<file path="src/rtl/debounce_4input_pkg.sv">
// Shared constants and types for the four-channel input debouncer.
package debounce_defs;

    // Default build-time settings.
    localparam int DEF_SYNC_STAGES     = 2;
    localparam int DEF_DEBOUNCE_CYCLES = 4;
    localparam int DEF_CNT_W           = 16;

    // Channel count and the AND-stage input each channel feeds.
    localparam int NUM_CH = 4;
    localparam int CH_A   = 0;
    localparam int CH_B   = 1;
    localparam int CH_C   = 2;
    localparam int CH_D   = 3;

    // One bit per channel, bit CH_A first.
    typedef logic [NUM_CH-1:0] ch_vec_t;

endpackage : debounce_defs

</file>
<file path="src/rtl/debounce_4input_if.sv">
// Signal bundle between the raw switch inputs and the debounced outputs.
interface debounce_4input_if;
    import debounce_defs::*;

    ch_vec_t in_raw;
    ch_vec_t out_clean;
    ch_vec_t out_rise;
    ch_vec_t out_fall;
    logic    all_stable;

    // Master drives the raw inputs and consumes the conditioned outputs.
    modport master (
        output in_raw,
        input  out_clean,
        input  out_rise,
        input  out_fall,
        input  all_stable
    );

    // Slave is the debouncer itself.
    modport slave (
        input  in_raw,
        output out_clean,
        output out_rise,
        output out_fall,
        output all_stable
    );

endinterface : debounce_4input_if

</file>
<file path="src/rtl/debounce_4input_1ch.sv">
// One debounce channel: synchroniser chain, persistence counter, clean level
// register and registered rise/fall pulses.
module debounce_1ch
    import debounce_defs::*;
#(
    parameter int SYNC_STAGES     = DEF_SYNC_STAGES,
    parameter int DEBOUNCE_CYCLES = DEF_DEBOUNCE_CYCLES,
    parameter int CNT_W           = DEF_CNT_W
) (
    input  logic clk,
    input  logic rst_n,
    input  logic raw_i,
    output logic clean_o,
    output logic rise_o,
    output logic fall_o,
    output logic stable_o
);

    // Last count value before a differing level is accepted.
    localparam logic [CNT_W-1:0] CNT_MAX = CNT_W'(DEBOUNCE_CYCLES - 1);

    logic [SYNC_STAGES-1:0] sync_q;
    logic                   synced;
    logic [CNT_W-1:0]       cnt_q, cnt_d;
    logic                   clean_q, clean_d;
    logic                   rise_q, rise_d;
    logic                   fall_q, fall_d;

    assign synced = sync_q[SYNC_STAGES-1];

    // Plain flop chain into the clock domain; nothing sits between stages.
    // NOTE: clocked state uses non-blocking (<=) so every flop samples the
    // pre-edge value of its neighbour; blocking here would collapse the chain.
    always_ff @(posedge clk or negedge rst_n) begin
        if (!rst_n) sync_q <= '0;
        else        sync_q <= {sync_q[SYNC_STAGES-2:0], raw_i};
    end

    // Count consecutive mismatching edges; accept the new level on the last one.
    // NOTE: every output of this block is given a default first, so no path
    // leaves a value unassigned and no latch is inferred.
    always_comb begin
        cnt_d   = '0;
        clean_d = clean_q;
        rise_d  = 1'b0;
        fall_d  = 1'b0;
        if (synced != clean_q) begin
            if (cnt_q == CNT_MAX) begin
                clean_d = synced;
                rise_d  = synced;
                fall_d  = ~synced;
            end else begin
                cnt_d = cnt_q + CNT_W'(1);
            end
        end
    end

    // Counter, clean level and edge pulse registers.
    always_ff @(posedge clk or negedge rst_n) begin
        if (!rst_n) begin
            cnt_q   <= '0;
            clean_q <= 1'b0;
            rise_q  <= 1'b0;
            fall_q  <= 1'b0;
        end else begin
            cnt_q   <= cnt_d;
            clean_q <= clean_d;
            rise_q  <= rise_d;
            fall_q  <= fall_d;
        end
    end

    assign clean_o  = clean_q;
    assign rise_o   = rise_q;
    assign fall_o   = fall_q;
    assign stable_o = (synced == clean_q) && (cnt_q == '0);

endmodule : debounce_1ch

</file>
<file path="src/rtl/debounce_4input.sv">
// Four-channel input conditioner feeding the 4-input AND stage (bit 0 = a).
module debounce_4input
    import debounce_defs::*;
#(
    parameter int SYNC_STAGES     = DEF_SYNC_STAGES,
    parameter int DEBOUNCE_CYCLES = DEF_DEBOUNCE_CYCLES,
    parameter int CNT_W           = DEF_CNT_W
) (
    input  logic               clk,
    input  logic               rst_n,
    debounce_4input_if.slave   bus
);

    ch_vec_t clean_w;
    ch_vec_t rise_w;
    ch_vec_t fall_w;
    ch_vec_t stable_w;
    logic    all_stable_q;

    for (genvar i = 0; i < NUM_CH; i++) begin : g_ch
        debounce_1ch #(
            .SYNC_STAGES     (SYNC_STAGES),
            .DEBOUNCE_CYCLES (DEBOUNCE_CYCLES),
            .CNT_W           (CNT_W)
        ) u_ch (
            .clk      (clk),
            .rst_n    (rst_n),
            .raw_i    (bus.in_raw[i]),
            .clean_o  (clean_w[i]),
            .rise_o   (rise_w[i]),
            .fall_o   (fall_w[i]),
            .stable_o (stable_w[i])
        );
    end

    // Register the AND of per-channel stability.
    always_ff @(posedge clk or negedge rst_n) begin
        if (!rst_n) all_stable_q <= 1'b0;
        else        all_stable_q <= &stable_w;
    end

    assign bus.out_clean  = clean_w;
    assign bus.out_rise   = rise_w;
    assign bus.out_fall   = fall_w;
    assign bus.all_stable = all_stable_q;

endmodule : debounce_4input

</file>
<file path="src/flat_wrapper.sv">
// flat-port wrapper written by rule: the top's interface ports become plain ports
module debounce_4input_flat import debounce_defs::*;
#(
    parameter int SYNC_STAGES     = DEF_SYNC_STAGES,
    parameter int DEBOUNCE_CYCLES = DEF_DEBOUNCE_CYCLES,
    parameter int CNT_W           = DEF_CNT_W
)
  (clk, rst_n, bus_in_raw, bus_out_clean, bus_out_rise, bus_out_fall, bus_all_stable);
  debounce_4input_if bus_i ();
  input  logic clk;
  input  logic rst_n;
  input wire logic [$bits(bus_i.in_raw)-1:0] bus_in_raw;
  output wire logic [$bits(bus_i.out_clean)-1:0] bus_out_clean;
  output wire logic [$bits(bus_i.out_rise)-1:0] bus_out_rise;
  output wire logic [$bits(bus_i.out_fall)-1:0] bus_out_fall;
  output wire logic [$bits(bus_i.all_stable)-1:0] bus_all_stable;
  assign bus_i.in_raw = bus_in_raw;
  assign bus_out_clean = bus_i.out_clean;
  assign bus_out_rise = bus_i.out_rise;
  assign bus_out_fall = bus_i.out_fall;
  assign bus_all_stable = bus_i.all_stable;
  debounce_4input #(.SYNC_STAGES(SYNC_STAGES), .DEBOUNCE_CYCLES(DEBOUNCE_CYCLES), .CNT_W(CNT_W)) u_core (.clk(clk), .rst_n(rst_n), .bus(bus_i));
endmodule
</file>
<file path="config.mk">
export PLATFORM = sky130hd
export DESIGN_NAME = debounce_4input_flat
export DESIGN_NICKNAME = d
export VERILOG_FILES = /design/src/rtl/debounce_4input_pkg.sv /design/src/rtl/debounce_4input_if.sv /design/src/rtl/debounce_4input_1ch.sv /design/src/rtl/debounce_4input.sv /design/src/flat_wrapper.sv
export SDC_FILE = /design/constraint.sdc
export NUM_CORES = 1
export LEC_CHECK = 0
export CAP_MARGIN = 20
export CORE_UTILIZATION = 60
export CTS_CLUSTER_SIZE = 24
export DETAILED_ROUTE_END_ITERATION = 6
export MAX_ROUTING_LAYER = met4
export PLACE_DENSITY = 0.84
export SYNTH_ARGS = -nofsm -noshare
export SYNTH_HDL_FRONTEND = slang
export SYNTH_SLANG_ARGS = --single-unit
</file>
<file path="constraint.sdc">
create_clock -name clk -period 2.1 [get_ports clk]
set_input_delay 0.315 -clock clk [delete_from_list [all_inputs] [get_ports clk]]
set_output_delay 0.315 -clock clk [all_outputs]
set_load 0.01 [all_outputs]
</file>
# Word-level counts from Yosys, hierarchy flattened
# Cells that the tools add are included.
# word_totals
register_bits,85
# classes
reduce_logical,13
eq_ne,12
mux,24
addsub,4
n_bitwise,4
# ops
cell,n
$mux W16,8
$add A16 B1 Y16 const B,4
$eq A16 B2 Y1 const B,4
$logic_not A16 Y1,4
$mux W1,16
$reduce_and A2 Y1,4
$eq A1 B1 Y1,4
$logic_and A1 B1 Y1,4
$ne A1 B1 Y1,4
$not A1 Y1,4
$reduce_and A4 Y1,1

# Depth between registers and ports, before layout
# Gate-level depths: netlist of the first run.
# logic_depth
ltp_word,3
ltp_mapped,6
ltp_nobuf,5

# Modules after synthesis
# A second synthesis of the first run with hierarchy kept.
# hier_totals
hier_cells,394
hier_area_um2,4367.9
# by_module_without_submodules
module,seq_area_each_um2,area_each_um2,instances,cells_per_inst
debounce_1ch,525.5,1083.5,4,98
debounce_4input,25.0,33.8,1,2

# Worst setup path before layout of the first run
# OpenSTA, ideal clock, no wires.
# synth_timing
path_kind,flip-flop to flip-flop
start,reg u_core.g_ch[1].u_ch.cnt_q[5]
end,reg u_core.all_stable_q (netlist: u_core.bus.all_stable)
t_required_ps,2020
arrival_time_ps,1481
setup_ps,80
synth_period_minus_slack_ps,1561
path_buffers,0
setup_slack_ps,539
path_stages_with_launch,5
cell_sequence,dfrtp_1 -> nor4_2 -> nand4_1 -> or4_1 -> nor3_2
# synth_between
elab_chain_cells,3
# synth_rtl
item,line_no,rtl
from (decl),debounce_4input_1ch.sv:24,"logic [CNT_W-1:0] cnt_q, cnt_d;"
from (signal assigned),debounce_4input_1ch.sv:66,cnt_q <= cnt_d;
$logic_not A16 Y1,debounce_4input_1ch.sv:76,assign stable_o = (synced == clean_q) && (cnt_q == '0);
$logic_and A1 B1 Y1,debounce_4input_1ch.sv:76,
$reduce_and A4 Y1,debounce_4input.sv:39,else all_stable_q <= &stable_w;
to (signal assigned),debounce_4input.sv:39,
to (decl),debounce_4input.sv:18,logic all_stable_q;
# Every way passes these cells.
# A chain may end at the register's enable or synchronous reset.

# Worst setup path in the final report of the first run
# layout_timing
start,reg u_core.g_ch[0].u_ch.cnt_q[9]
end,reg u_core.all_stable_q (netlist: u_core.bus.all_stable)
# layout_between
elab_chain_cells,3
# layout_rtl
item,line_no
from (decl),debounce_4input_1ch.sv:24
from (signal assigned),debounce_4input_1ch.sv:66
$logic_not A16 Y1,debounce_4input_1ch.sv:76
$logic_and A1 B1 Y1,debounce_4input_1ch.sv:76
$reduce_and A4 Y1,debounce_4input.sv:39
# Every way passes these cells.

==> results of run 1 <==
path summary, 6_finish.rpt:
kind                       slack (ns)                             to  cells after the start                     startpoint
min                              0.35  u_core.g_ch[0].u_ch.sync_q[1]                      0  u_core.g_ch[0].u_ch.sync_q[0]
max in group asynchronous        1.00  u_core.g_ch[0].u_ch.sync_q[0]                      3                          rst_n
max                              0.32          u_core.bus.all_stable                      4   u_core.g_ch[0].u_ch.cnt_q[9]
min reg2reg                      0.35  u_core.g_ch[0].u_ch.sync_q[1]                      0  u_core.g_ch[0].u_ch.sync_q[0]
min in group asynchronous        0.49  u_core.g_ch[0].u_ch.cnt_q[10]                      2                          rst_n
max reg2reg                      0.32          u_core.bus.all_stable                      4   u_core.g_ch[0].u_ch.cnt_q[9]
cells by family after synthesis:
family	Yosys count
AOI/OAI and AO/OA	12
xor gates and xnor gates	56
adders and majority gates	8
buffers and inverters	37
DFF	85
muxes	4
and+or+nand+nor	190
per-layer routing:
layer  GRT usage  share of wire
met1       0.326           0.48
met2       0.355           0.46
met3      0.0435          0.043
met4       0.111          0.014
met5           -              0
sequential cells by signal, indices dropped and copies added, names as in the netlist:
signal and cells:
u_core.bus.all_stable 1, u_core.g_ch.u_ch.rise_o 4, u_core.g_ch.u_ch.sync_q 8, u_core.g_ch.u_ch.clean_o 4
u_core.g_ch.u_ch.cnt_q 64, u_core.g_ch.u_ch.fall_o 4
area by class of cell:
class / instances / area, µm²
Clock buffer: 10 / 128
Sequential cell: 85 / 2130
Multi-Input combinational cell: 270 / 1710
Fill cell: 449 / 1940
Tap cell: 77 / 96.3
Timing Repair Buffer: 25 / 245
Clock inverter: 6 / 111
Inverter: 18 / 67.6
stage by stage:
stage                      util  cells  hold slack, ns  instance area, µm²
final                     0.698    491           0.352                4480
after global routing      0.698    491           0.363                4480
after CTS                 0.698    491           0.354                4480
after detailed placement  0.659    474           0.338                4240
after global placement    0.659    474           0.332                4240
after floorplan               -    392          0.0194                4030
cells in the mapped netlist, types with 5 or more instances:
cell     instances  area (µm²)
nand4_1         25         156
ha_1             8         100
and3_1           5        31.3
xnor2_1         32         280
xor2_1          24         210
nand2_1         12        45.0
buf_4           12        90.1
nor3_1          12        60.1
nor2_1          68         255
inv_1           18        67.6
nor4_1          15        93.8
nor3b_1          8        60.1
nand3_1         21         105
and4_1           7        61.3
buf_2            6        30.0
dfrtp_1         85        2130
where the power goes:
group	internal (µW)	switching, µW	total, µW
sequential	1780	193	1970
combinational	387	507	895
clock	790	581	1370
total	2950	1280	4240
cells in the final DEF, fill, tap and decap left out, types with 2 or more instances in the layout:
cell,synthesis,layout
dfrtp_1,85,85
nor2_1,68,68
xnor2_1,32,32
nand4_1,25,25
xor2_1,24,24
nand3_1,21,21
inv_1,18,18
clkdlybuf4s50_1,0,17
nor4_1,15,15
nand2_1,12,12
nor3_1,12,12
clkbuf_8,0,9
nor3b_1,8,8
ha_1,8,8
and4_1,7,7
buf_4,12,6
and3_1,5,5
nor4_2,4,4
a21oi_1,4,4
mux2_2,4,4
o21ai_1,3,3
or2_2,3,3
or4_1,3,3
o21ai_0,3,3
or3_1,3,3
bufinv_16,0,3
and2_1,2,2
==> results.tsv, run 1 <==
stage	metric	value	unit
yosys	cells after synthesis	392	
status	status	finished with violations	
routing	Starting DRT DRC Count	180	
worst_setup_path	CP required	2.37	ns
worst_setup_path	Crit path largest cell delay	0.58	ns
timing	fmax	0.563	GHz
floorplan	Starting Density	0.627	
yosys	post-synthesis xor/xnor area fraction	0.122	
routing	ANT nets after route	0	
timing	Slew Viols, Final	0	
power	Worst VDD drop	0.000637	V
timing	RSZ-0062 raised after global routing	false	
yosys	Synth Warn #	0	
global_route	initial antenna violation count	0	
clocking	Clock Root Buffer	clkbuf_8	
placement	# port buffers	18	
yosys	compound-gate portion of the synthesized area	0.0165	
routing	final routed DRC violation total	3	
clocking	H-tree Lvls	3	
yosys	synthesized area	0.00403	mm²
global_route	largest net degree at the start of global routing	43	
status	violated checks	DRC	
yosys	most common flop cell mapped by yosys	dfrtp_1	
placement	DP Wirelength	4880	µm
worst_setup_path	Crit Path Class	flop to flop	
floorplan	Die X	83.9	µm
timing	relative slew slack	0.632	
timing	PnR worst setup slack	0.322	ns
timing	final setup fails	0	
worst_setup_path	critical path peak fanout	5	
clocking	Clock transition at path regs	0.09	ns
routing	DR WL/cell	15.0	µm
power	Power Density	945	mW/mm²
clocking	Clock Latency Late Sink	0.35	ns
timing	clk_skew	0.0127	ns
yosys	#FFs+latches synth	85	
clocking	Setup Fix Bufs, Post-CTS	0	
clocking	Sink Count	85	
yosys	post-synthesis adder-cell area fraction	0.0248	
yosys	mux cell area share after synthesis	0.0112	
clocking	number of CTS-inserted buffers	9	
timing	Final Hold Fails	0	
flow_run	Max Cap Violations	0	
placement	final RePlAce weighted congestion	0.849	
global_route	GRT Util Overall	0.241	
final_layout	ANT cells	0	
placement	dpl ws	0.370	ns
floorplan	Rows	29	
clocking	CTS Buffer Depth	2	
floorplan	I/O pin count	19	
worst_setup_path	CP Launch Type	flop	
timing	setup TNS	0	ns
timing	worst-margin pin slew	0.552	ns
min_path	HP Class	flop to flop	
power	Pwr Total	4240	µW
yosys	main combinational cell family by area after synthesis	simple AND/OR/NAND/NOR gates	
floorplan	Die ar.	0.00705	mm²
yosys	Simple-Gate Fraction of Synth Area	0.250	
routing	Routed WL	7380	µm
global_route	wire length of the first global-routing pass	13000	µm
yosys	Synthesized Nets	406	
worst_setup_path	crit end category	flop	
yosys	post-synthesis sequential area ratio	0.528	
final_layout	Area Overhead vs Synth	11.3	%
worst_setup_path	critical-path cell list	nor4_1 -> nand4_1 -> or4_1 -> nor3_2	
floorplan	chip height	83.9	µm
worst_setup_path	CP arrival	2.05	ns
global_route	global route overflow	0	
clocking	CTS tree	done	
final_layout	Final nets	423	
routing	Pre-antenna DRT Iters	6	
clocking	CTS Hold Buffers Added	1	
clocking	post-cts resize count	0	
timing	Final Cycle Share	0.847	
yosys	Post-synth EDFFs	0	
worst_setup_path	Worst Path Buf+Inv	0	
yosys	FFs w/ async S/R, synth	1.00	
routing	vias	2829	
worst_setup_path	critical path's slowest cell	or4_1	
floorplan	Core Region	0.00642	mm²
routing	Vias/cell	5.76	
yosys	average size of a mapped cell	10.3	µm²
power	leak pwr	0.00186	µW
final_layout	share of cells above drive strength 1	0.0845	
yosys	Synth cell types	30	
worst_setup_path	Top delay family on crit path	simple AND/OR/NAND/NOR gates	
global_route	vias in the first global route	2774	
timing	fin crit period	1.78	ns
(Power assumes the default switching activity.)
==> run 2, diff against run 1 <==
--- a/config.mk
+++ b/config.mk
@@ -6,11 +6,11 @@
 export NUM_CORES = 1
 export LEC_CHECK = 0
 export CAP_MARGIN = 20
-export CORE_UTILIZATION = 60
+export CORE_UTILIZATION = 54
 export CTS_CLUSTER_SIZE = 24
 export DETAILED_ROUTE_END_ITERATION = 6
 export MAX_ROUTING_LAYER = met4
-export PLACE_DENSITY = 0.84
+export PLACE_DENSITY = 0.8
 export SYNTH_ARGS = -nofsm -noshare
 export SYNTH_HDL_FRONTEND = slang
 export SYNTH_SLANG_ARGS = --single-unit
==> constraint.sdc (replaced) <==
create_clock -name clk -period 1.5 [get_ports clk]
set_input_delay 0.225 -clock clk [delete_from_list [all_inputs] [get_ports clk]]
set_output_delay 0.225 -clock clk [all_outputs]
set_load 0.01 [all_outputs]
==> run 2 against run 1 <==
Effect of this change:
- the run ends with setup timing left
- cell area grew 28%
- critical endpoint unchanged
- critical path depth is the same
- hold slack lost 0.057 ns
- highest routed layer unchanged
==> results.tsv, run 2 (synthesized netlist as in run 1, its figures left out) <==
stage	metric	value	unit	change
status	status	finished with violations		
status	violated checks	setup timing		
floorplan	I/O pin count	19		unchanged
power	Worst VDD drop	0.000871	V	+37%
worst_setup_path	crit end category	flop		
final_layout	Most flops, register	u_core.g_ch.u_ch.cnt_q		
worst_setup_path	critical path startpoint	u_core.g_ch[2].u_ch.cnt_q[5]		
global_route	initial antenna violation count	0		unchanged
global_route	wire length of the first global-routing pass	16800	µm	+29%
routing	final routed DRC violation total	0		-3
min_path	HP Class	input port to flop		
timing	clk_skew	0.0138	ns	+0.00112 ns
clocking	CTS Buffer Depth	2		unchanged
timing	Final Cycle Share	1.29		+0.442
global_route	grt met3 use	0.0578		+0.0143
clocking	number of CTS-inserted buffers	9		unchanged
timing	RSZ-0062 raised after global routing	true		
routing	Routed WL	12000	µm	+62%
final_layout	ANT cells	0		unchanged
floorplan	Rows	31		+6.9%
final_layout	Filler cells	388		-14%
routing	DR WL/cell	20.0	µm	+33%
routing	Vias/cell	5.96		+3.4%
min_path	Hold Startpoint	bus_in_raw[1]		
routing	Pre-antenna DRT Iters	5		-1
clocking	Clock Latency Late Sink	0.36	ns	about the same
final_layout	Largest register FFs	64		unchanged
floorplan	Core Region	0.00721	mm²	+12%
worst_setup_path	CP arrival	2.21	ns	+0.16 ns
final_layout	Final nets	510		+21%
placement	DP Wirelength	5950	µm	+22%
final_layout	top flop regs	u_core.g_ch.u_ch.cnt_q: 64 flops, u_core.g_ch.u_ch.sync_q: 8 flops		
clocking	CTS tree	done		
timing	fin crit period	1.93	ns	+0.155 ns
timing	worst-margin pin slew	0.545	ns	-0.00735 ns
power	Pwr Total	7080	µW	+67%
global_route	vias in the first global route	3453		+24%
worst_setup_path	worst flop-to-flop path startpoint	u_core.g_ch[2].u_ch.cnt_q[5]		
worst_setup_path	critical path peak fanout	3		-2
clocking	Sink Count	85		unchanged
timing	WHS	0.296	ns	-0.0568 ns
timing	Final Hold Fails	0		unchanged
worst_setup_path	Crit Path Class	flop to flop		
worst_setup_path	CP Launch Type	flop		
floorplan	Die ar.	0.00781	mm²	+11%
final_layout	commonest non-fill, non-tap cell in the layout	dfrtp_1		
routing	vias	3575		+26%
routing	ANT nets after route	0		unchanged
routing	Starting DRT DRC Count	269		+49%
final_layout	Area Overhead vs Synth	42.0	%	
global_route	global route overflow	0		unchanged
timing	final setup fails	78		+78
floorplan	Die X	88.4	µm	+5.3%
flow_run	Max Cap Violations	0		unchanged
clocking	H-tree Lvls	3		unchanged
final_layout	most frequent cells in the layout	dfrtp_1, buf_4, xnor2_1		
floorplan	Starting Density	0.558		-0.0689
floorplan	chip height	88.4	µm	+5.3%
global_route	GR peak layer	met2		
global_route	GRT Util Overall	0.298		+0.0570
global_route	GR Layer Usage met2	0.501		+0.146
timing	Slew Viols, Final	0		unchanged
global_route	largest net degree at the start of global routing	46		+7.0%
timing	relative slew slack	0.636		+0.00367
power	Power Density	1240	mW/mm²	+31%
timing	PnR worst setup slack	-0.433	ns	-0.755 ns
worst_setup_path	CP required	1.78	ns	-0.59 ns
power	leak pwr	0.00245	µW	+32%
final_layout	share of cells above drive strength 1	0.413		+0.329
placement	dpl ws	-0.218	ns	-0.587 ns
global_route	M1 GR Usage	0.350		+0.0234
placement	# port buffers	18		unchanged
placement	final RePlAce weighted congestion	0.875		+3.0%
clocking	Clock Root Buffer	clkbuf_8		
clocking	Clock transition at path regs	0.09	ns	about the same
timing	fmax	0.517	GHz	-8.0%
## run 2: cell types whose count changed in the layout (fill, tap and decap cells not counted), moves of 7 or more
cell / previous run / this run
buf_4: 6 / 77
buf_6: 0 / 11
clkdlybuf4s50_1: 17 / 10
nor2_1: 68 / 28
nor2_2: 0 / 23
nor2_4: 0 / 17
nor3b_1: 8 / 0
nor3b_2: 0 / 7
nor4_1: 15 / 5
## run 2: final cells by class
type | instances | area [µm²] | share of cell area
sequential | 85 | 2130 | 0.373
clock buffer | 13 | 169 | 0.0295
timing repair buffer | 112 | 990 | 0.173
clock inverter | 3 | 42.5 | 0.00744
inverter | 18 | 67.6 | 0.0118
multi-input combinational | 270 | 2200 | 0.384
tap | 99 | 124 | 0.0217
## run 2: per-stage QoR
stage	std cells	TNS, ns	instance area, µm²	util
after floorplan	392	-0.0275	4040	-
after global placement	562	-1.05	4790	0.664
after detailed placement	562	-3.49	4790	0.664
after CTS	591	-4.97	5400	0.748
after global routing	600	-17.50	5720	0.793
final	600	-14.56	5720	0.793
## run 2: path summary, 6_finish.rpt
path                            slack [ns]  cells past startpoint                       endpoint
worst max-delay path                 -0.43                      4          u_core.bus.all_stable
worst max register to register       -0.43                      4          u_core.bus.all_stable
worst min register to register        0.35                      0  u_core.g_ch[3].u_ch.sync_q[1]
min in group asynchronous             0.38                      3   u_core.g_ch[1].u_ch.cnt_q[6]
max in group asynchronous             0.88                      3    u_core.g_ch[3].u_ch.clean_o
worst min-delay path                  0.30                      1  u_core.g_ch[1].u_ch.sync_q[0]
## run 2: critical path: stages, from the launching register on
cell	delay, ns
dfrtp_1	0.41
nor4_1	0.35
nand4_1	0.32
or4_4	0.64
nor3_4	0.13
## run 2: report_power, final
group | internal (µW) | switching [µW] | leakage (µW) | total (µW)
Sequential | 2490 | 266 | 0.00115 | 2760
Clock | 905 | 838 | 0.000106 | 1740
Combinational | 1150 | 1420 | 0.00120 | 2570
## run 2: what timing repair did
| action | in CTS | in global routing |
|---|---|---|
| setup buffers | 11 | 11 |
| hold endpoints to repair | 85 | 0 |
| setup endpoints to repair | 63 | 80 |
| hold buffers | 1 | 0 |
| gates cloned | 2 | 0 |
| pin swaps | 56 | 26 |
| gates resized for setup | 78 | 66 |
## run 2: layer usage
| layer | wire length (µm) | vias up |
|---|---|---|
| met5 | 0 | - |
| met4 | 694 | 0 |
| met3 | 695 | 61 |
| met2 | 6010 | 188 |
| met1 | 4570 | 1786 |
| li1 | - | 1540 |
